`config.mk`:
```
export PLATFORM = sky130hd
export DESIGN_NAME = nf10_axis_pktgen
export DESIGN_NICKNAME = d
export VERILOG_FILES = /design/src/rtl/nf10_pktgen_pkg.sv /design/src/rtl/nf10_pktgen_beat.sv /design/src/rtl/nf10_axis_pktgen.sv
export SDC_FILE = /design/constraint.sdc
export NUM_CORES = 1
export LEC_CHECK = 0
export CORE_AREA = 2 2 200 202
export DETAILED_ROUTE_END_ITERATION = 7
export DIE_AREA = 0 0 202 204
export MAX_ROUTING_LAYER = met4
export PLACE_DENSITY_LB_ADDON = 0.12
export SYNTH_ARGS = -nofsm -noshare
export SYNTH_HDL_FRONTEND = slang
export SYNTH_SLANG_ARGS = --single-unit
export TNS_END_PERCENT = 30
```
`constraint.sdc`:
```
create_clock -name clk -period 16.9 [get_ports clk]
set_input_delay 3.38 -clock clk [delete_from_list [all_inputs] [get_ports clk]]
set_output_delay 3.38 -clock clk [all_outputs]
set_load 0.02 [all_outputs]
```
`src/rtl/nf10_pktgen_pkg.sv`:
```
// Shared types and helpers for the nf10 AXI4-Stream packet generator.
package nf10_pktgen_pkg;

    typedef enum logic [1:0] {
        IDLE = 2'd0,
        SEND = 2'd1,
        GAP  = 2'd2,
        DONE = 2'd3
    } state_t;

    // Bit offsets of the NetFPGA metadata fields inside tuser
    localparam int LEN_LO = 0;
    localparam int SRC_LO = 16;
    localparam int DST_LO = 24;

    // Widest strobe vector the helper can describe (1024-bit bus)
    localparam int MAX_BYTES = 128;

    // Strobe for the final beat: low (len mod bytes) bits set, or all bytes when the remainder is zero
    function automatic logic [MAX_BYTES-1:0] strb_for_len(input logic [15:0] len, input int bytes);
        logic [MAX_BYTES-1:0] ones;
        int rem;
        ones = '1;
        rem  = int'(len) % bytes;
        if (rem == 0)
            strb_for_len = ones >> (MAX_BYTES - bytes);
        else
            strb_for_len = ones >> (MAX_BYTES - rem);
    endfunction

    // Force a requested length into the legal window
    function automatic logic [15:0] clamp_len(input logic [15:0] len, input int min_len, input int max_len);
        if (int'(len) < min_len)
            clamp_len = 16'(min_len);
        else if (int'(len) > max_len)
            clamp_len = 16'(max_len);
        else
            clamp_len = len;
    endfunction

endpackage

```
`src/rtl/nf10_pktgen_beat.sv`:
```
// Per-beat payload, strobe and tlast for the packet generator, derived from sequence, beat index and length.
module nf10_pktgen_beat
    import nf10_pktgen_pkg::*;
#(
    parameter int DATA_WIDTH = 256
) (
    input  logic [15:0]             seq_lo,
    input  logic [15:0]             beat,
    input  logic [15:0]             len,
    output logic [DATA_WIDTH-1:0]   data,
    output logic [DATA_WIDTH/8-1:0] strb,
    output logic                    last
);

    localparam int BYTES = DATA_WIDTH / 8;
    localparam int LANES = DATA_WIDTH / 32;

    logic [16:0] num_beats;

    // Lane k of beat b carries {seq, b*LANES+k}; the final beat gets the partial strobe
    always_comb begin
        num_beats = 17'((32'(len) + 32'(BYTES) - 32'd1) / 32'(BYTES));
        last      = ({1'b0, beat} == (num_beats - 17'd1));
        data      = '0;
        for (int k = 0; k < LANES; k++) begin
            data[32*k +: 32] = {seq_lo, 16'(32'(beat) * 32'(LANES) + 32'(k))};
        end
        if (last)
            strb = BYTES'(strb_for_len(len, BYTES));
        else
            strb = '1;
    end

endmodule

```
`src/rtl/nf10_axis_pktgen.sv`:
```
// Parametrised AXI4-Stream packet generator with NetFPGA tuser metadata.
// Optional statistics counters (stat_bytes, stat_stall) are built when PKTGEN_STATS_EN is defined.
module nf10_axis_pktgen
    import nf10_pktgen_pkg::*;
#(
    parameter int C_M_AXIS_DATA_WIDTH  = 256,
    parameter int C_M_AXIS_TUSER_WIDTH = 128,
    parameter int MIN_LEN              = 60,
    parameter int MAX_LEN              = 1518,
    parameter int NUM_PORTS            = 4,
    parameter int SRC_PORT             = 0
) (
    input  logic                              clk,
    input  logic                              resetn,
    input  logic                              cfg_enable,
    input  logic                              cfg_mode,
    input  logic [15:0]                       cfg_len,
    input  logic [7:0]                        cfg_gap,
    input  logic [31:0]                       cfg_pkt_limit,
    output logic                              m_axis_tvalid,
    input  logic                              m_axis_tready,
    output logic [C_M_AXIS_DATA_WIDTH-1:0]    m_axis_tdata,
    output logic [C_M_AXIS_DATA_WIDTH/8-1:0]  m_axis_tstrb,
    output logic [C_M_AXIS_TUSER_WIDTH-1:0]   m_axis_tuser,
    output logic                              m_axis_tlast,
    output logic [31:0]                       pkt_sent,
`ifdef PKTGEN_STATS_EN
    output logic [63:0]                       stat_bytes,
    output logic [31:0]                       stat_stall,
`endif
    output logic                              done
);

    localparam logic [7:0] SRC_ONEHOT = 8'(1 << (2 * SRC_PORT));

    state_t                            state;
    logic [31:0]                       seq;
    logic [15:0]                       len_q;
    logic                              mode_q;
    logic [15:0]                       beat_idx;
    logic [7:0]                        gap_cnt;
    logic [15:0]                       inc_len;
    logic                              tvalid_q;

    logic [C_M_AXIS_DATA_WIDTH-1:0]    beat_data;
    logic [C_M_AXIS_DATA_WIDTH/8-1:0]  beat_strb;
    logic                              beat_last;
    logic [C_M_AXIS_TUSER_WIDTH-1:0]   tuser_w;
    logic [15:0]                       inc_after;
    logic [15:0]                       start_len;
    logic [1:0]                        dst_idx;
    logic                              xfer;
    logic                              limit_hit;

    nf10_pktgen_beat #(
        .DATA_WIDTH (C_M_AXIS_DATA_WIDTH)
    ) u_beat (
        .seq_lo (seq[15:0]),
        .beat   (beat_idx),
        .len    (len_q),
        .data   (beat_data),
        .strb   (beat_strb),
        .last   (beat_last)
    );

    // Length selection for the next packet and the handshake / limit conditions
    always_comb begin
        xfer      = tvalid_q && m_axis_tready;
        limit_hit = (cfg_pkt_limit != 32'd0) && ((pkt_sent + 32'd1) == cfg_pkt_limit);
        if (mode_q)
            inc_after = (inc_len >= 16'(MAX_LEN)) ? 16'(MIN_LEN) : inc_len + 16'd1;
        else
            inc_after = inc_len;
        if (cfg_mode)
            start_len = (state == SEND) ? inc_after : inc_len;
        else
            start_len = clamp_len(cfg_len, MIN_LEN, MAX_LEN);
        dst_idx = 2'(seq % 32'(NUM_PORTS));
        tuser_w = '0;
        tuser_w[LEN_LO +: 16] = len_q;
        tuser_w[SRC_LO +: 8]  = SRC_ONEHOT;
        tuser_w[DST_LO +: 8]  = 8'd1 << {dst_idx, 1'b0};
    end

    // Outputs are held at zero whenever no beat is being offered
    always_comb begin
        m_axis_tvalid = tvalid_q;
        m_axis_tdata  = tvalid_q ? beat_data : '0;
        m_axis_tstrb  = tvalid_q ? beat_strb : '0;
        m_axis_tuser  = tvalid_q ? tuser_w : '0;
        m_axis_tlast  = tvalid_q && beat_last;
    end

    // Packet sequencing FSM: idle, stream beats, inter-packet gap, limit reached
    always_ff @(posedge clk or negedge resetn) begin
        if (!resetn) begin
            state    <= IDLE;
            seq      <= '0;
            len_q    <= '0;
            mode_q   <= 1'b0;
            beat_idx <= '0;
            gap_cnt  <= '0;
            inc_len  <= 16'(MIN_LEN);
            tvalid_q <= 1'b0;
            pkt_sent <= '0;
            done     <= 1'b0;
        end else begin
            case (state)
                IDLE: begin
                    if (cfg_enable) begin
                        state    <= SEND;
                        len_q    <= start_len;
                        mode_q   <= cfg_mode;
                        beat_idx <= '0;
                        tvalid_q <= 1'b1;
                    end
                end
                SEND: begin
                    if (xfer) begin
                        if (!beat_last) begin
                            beat_idx <= beat_idx + 16'd1;
                        end else begin
                            pkt_sent <= pkt_sent + 32'd1;
                            seq      <= seq + 32'd1;
                            inc_len  <= inc_after;
                            if (limit_hit) begin
                                state    <= DONE;
                                tvalid_q <= 1'b0;
                                done     <= 1'b1;
                            end else if (cfg_gap != 8'd0) begin
                                state    <= GAP;
                                gap_cnt  <= cfg_gap;
                                tvalid_q <= 1'b0;
                            end else if (cfg_enable) begin
                                len_q    <= start_len;
                                mode_q   <= cfg_mode;
                                beat_idx <= '0;
                            end else begin
                                state    <= IDLE;
                                tvalid_q <= 1'b0;
                            end
                        end
                    end
                end
                GAP: begin
                    if (gap_cnt == 8'd1) begin
                        if (cfg_enable) begin
                            state    <= SEND;
                            len_q    <= start_len;
                            mode_q   <= cfg_mode;
                            beat_idx <= '0;
                            tvalid_q <= 1'b1;
                        end else begin
                            state <= IDLE;
                        end
                    end else begin
                        gap_cnt <= gap_cnt - 8'd1;
                    end
                end
                DONE: begin
                    if (!cfg_enable) begin
                        done     <= 1'b0;
                        pkt_sent <= '0;
                        state    <= IDLE;
                    end
                end
                default: state <= IDLE;
            endcase
        end
    end

`ifdef PKTGEN_STATS_EN
    // Cumulative completed bytes and stalled-beat cycles
    always_ff @(posedge clk or negedge resetn) begin
        if (!resetn) begin
            stat_bytes <= '0;
            stat_stall <= '0;
        end else begin
            if (xfer && beat_last)
                stat_bytes <= stat_bytes + 64'(len_q);
            if (tvalid_q && !m_axis_tready)
                stat_stall <= stat_stall + 32'd1;
        end
    end
`endif

endmodule

```
==> flow_summary.toml <==
[timing]
skew_ns = 0.0113
finalWorstSetupSlack_ns = 6.98
finalCritPeriodShare_pct = 58.7
finalSetupTns_ns = 0
hold_violations = 0
slew_headroom_pct = 25.8
max_freq_mhz = 101
finalCriticalPeriod_ns = 9.92
worst_pin_slew_ns = 1.11
rsz0062_at_grt = "no"
final_max_slew_viol_count = 0
setup_viol = 0

[global_routing]
grt_pass1_wl_um = 58300
grt_max_degree = 65
grt_pass1_vias = 10200
grt-ovfl-total = 0
antenna_found_initial = 0
grt_usage_pct = 18.2

[cells_and_area]
layout_common_cells = "clkdlybuf4s50_1, conb_1, nand2_1"
antenna_cells = 0
n_fill_cell = 4034
nNetsFinal = 1787
drive_above_1_share_pct = 4.73
final_cell_area_mm2 = 0.0149
final_common_cell = "clkdlybuf4s50_1"
areaGrowthSynthToFinish_pct = 21.0
fin_cells = 2238

[synth]
ys_seq_area_share_pct = 22.2
synth_warnings = 0
synth_area_per_cell_um2 = 7.75
syn_inst = 1586
synth_area_mm2 = 0.0123
synth_edf_count = 0
synth.distinct_cells = 86
synth_ff_type = "dfrtp_1"
yosys_register_bits = 109
async_flop_share_pct = 100

[drt]
drtIter0Drc = 562
routedWlPerCell_um = 17.0
wirelength_um = 38100
drtPass1Iterations = 5
num_vias = 11100
drt-vias-per-instance = 4.98
ant_nets = 0
drc = 0

[setup_path]
crit_path_end_kind = "output port"
startpoint_type = "flop"
cp_max_fo = 22
r2r_start = "len_q[5]"
required_ns = 13.52
arrival_ns = 6.54
critPathLaunch = "len_q[5]"
critical_path_class = "flop to output port"

[run]
cap_violations = 0

[power_and_ir_drop]
p_per_area_mw_per_mm2 = 49.1
worst_ir_drop_vdd_v = 0.0000598
p_leak_nw = 5.84

[clock_network]
cts_buffers = 9
post_cts_buffers = 0
clk_pin_slew_ns = 0.09
clockBufferDepth = 2
cts_max_level = 3
ctsRootBufferMaster = "clkbuf_16"
cts_resized = 0
cts-hold-fix-buffers = 0
cts_tree = "done"
clk_latency_ns = 0.38
cts.sinks = 109

[min_path]
min_path_type = "flop to flop"
worst_hold_startpoint = "seq[15]"

[place]
hpwl_um = 28900
io_buffers = 392
dp_cells = 2222
gp_congestion = 0.875
pre_cts_ws_ns = 7.41
place_area_mm2 = 0.0146

[floorplanning]
core-area_mm2 = 0.0392
dieArea_mm2 = 0.0412
row_count = 73
die_w_um = 202
fp.dieH_um = 204
initial_core_util_pct = 31.4
io_pins = 512

[run_status]
outcome = "complete, no violations"
==> critical path: stages, from the launching register on <==
cell and delay [ns]:
dfrtp_1 0.74, ha_1 0.51, xor3_1 0.38, or4_1 0.41, a2111oi_1 0.81, a21boi_0 0.32
xor2_1 0.12, or4b_1 0.56, a2111oi_2 0.42, nand3_1 0.49, nor3_1 0.66, a31oi_1 0.17
clkdlybuf4s50_1 0.58
==> final cells by class <==
cell class                      instances  area, um2  share of cell area (%)
Clock inverter                          7       71.3                   0.480
Tap cell                              525        657                    4.42
Sequential cell                       109       2730                    18.4
Inverter                               36        135                   0.909
Clock buffer                            9        225                    1.51
Timing Repair Buffer                  403       4000                    26.9
Multi-Input combinational cell       1149       7040                    47.4
==> cells by family (layout without fill, tap and decap cells) <==
group                    Yosys count  count (layout)  synth area share (%)
AO/OA/AOI/OAI                    315             315                  17.3
AND/OR/NAND/NOR                  572             572                  24.9
multiplexers                      26              26                  2.31
adder cells (fa/ha/maj)           19              19                  1.91
other                              1             119                0.0305
XOR/XNOR                          98              98                  7.22
buffers and inverters            446             455                  24.1
flip-flops                       109             109                  22.2
==> path summary, 6_finish.rpt <==
kind,endpoint,slack [ns],cells after the start
setup / recovery,m_axis_tstrb[22],6.98,12
hold / removal,seq[15],0.46,1
setup reg to reg,len_q[1],11.04,11
hold reg to reg,seq[15],0.46,1
max in group asynchronous,m_axis_tvalid,12.52,2
min in group asynchronous,pkt_sent[4],3.02,1
==> registers in the layout, summed over array words and instances, names as in the netlist <==
name,cells
seq,16
state,2
mode_q,1
beat_idx,16
gap_cnt,8
m_axis_tvalid,1
done,1
inc_len,16
len_q,16
pkt_sent,32
==> cells in the mapped netlist, types with 6 or more instances <==
cell	n	area (um2)
a31oi_1	12	75.1
or3_1	22	138
ha_1	18	225
nand4_1	30	188
nand3_1	67	335
clkbuf_1	56	210
nor4_1	42	263
o31ai_1	10	75.1
a211oi_1	6	45.0
or4_1	15	113
xor2_1	39	342
a21o_1	17	128
and4_1	7	61.3
mux2_1	7	78.8
o22ai_1	10	62.6
and2_1	48	300
xnor2_1	57	499
inv_1	36	135
nor2b_1	6	37.5
o21ai_0	75	375
or2_2	15	93.8
and3_1	17	106
nor2_1	102	383
nand2_1	110	413
o22a_1	14	123
mux2i_1	7	70.1
nor4b_1	7	61.3
a21boi_0	7	52.6
buf_4	335	2510
mux2_2	12	135
o211ai_1	12	90.1
buf_2	11	55.1
nand2b_1	23	144
a211o_1	6	52.6
a21oi_1	71	355
a22o_1	8	70.1
o31a_1	6	52.6
o21a_1	10	75.1
buf_1	6	22.5
dfrtp_1	105	2630
nor3_1	41	205
==> where the power goes <==
| group | internal [mW] | switching (mW) |
|---|---|---|
| clock network | 0.106 | 0.124 |
| registers | 0.266 | 0.0104 |
| logic | 0.0950 | 0.128 |
==> stage by stage <==
stage          utilization (%)  total power, mW  hold slack [ns]
6_report                  37.9            0.730            0.462
4_1_cts                   37.9            0.740            0.466
3_5_place_dp              37.2            0.506            0.455
5_1_grt                   37.9            0.763            0.480
3_3_place_gp              37.2            0.505            0.448
2_1_floorplan                -            0.456            0.434
==> routing by layer <==
metal  wire, um  up-vias  GRT usage (%)
li1           -     5387              -
met1      17500     5319           24.0
met4        714        0           5.36
met3       2190       32           2.10
met2      17800      398           29.2
met5          0        -              -
No activity file was read; power rests on OpenSTA's default activity.
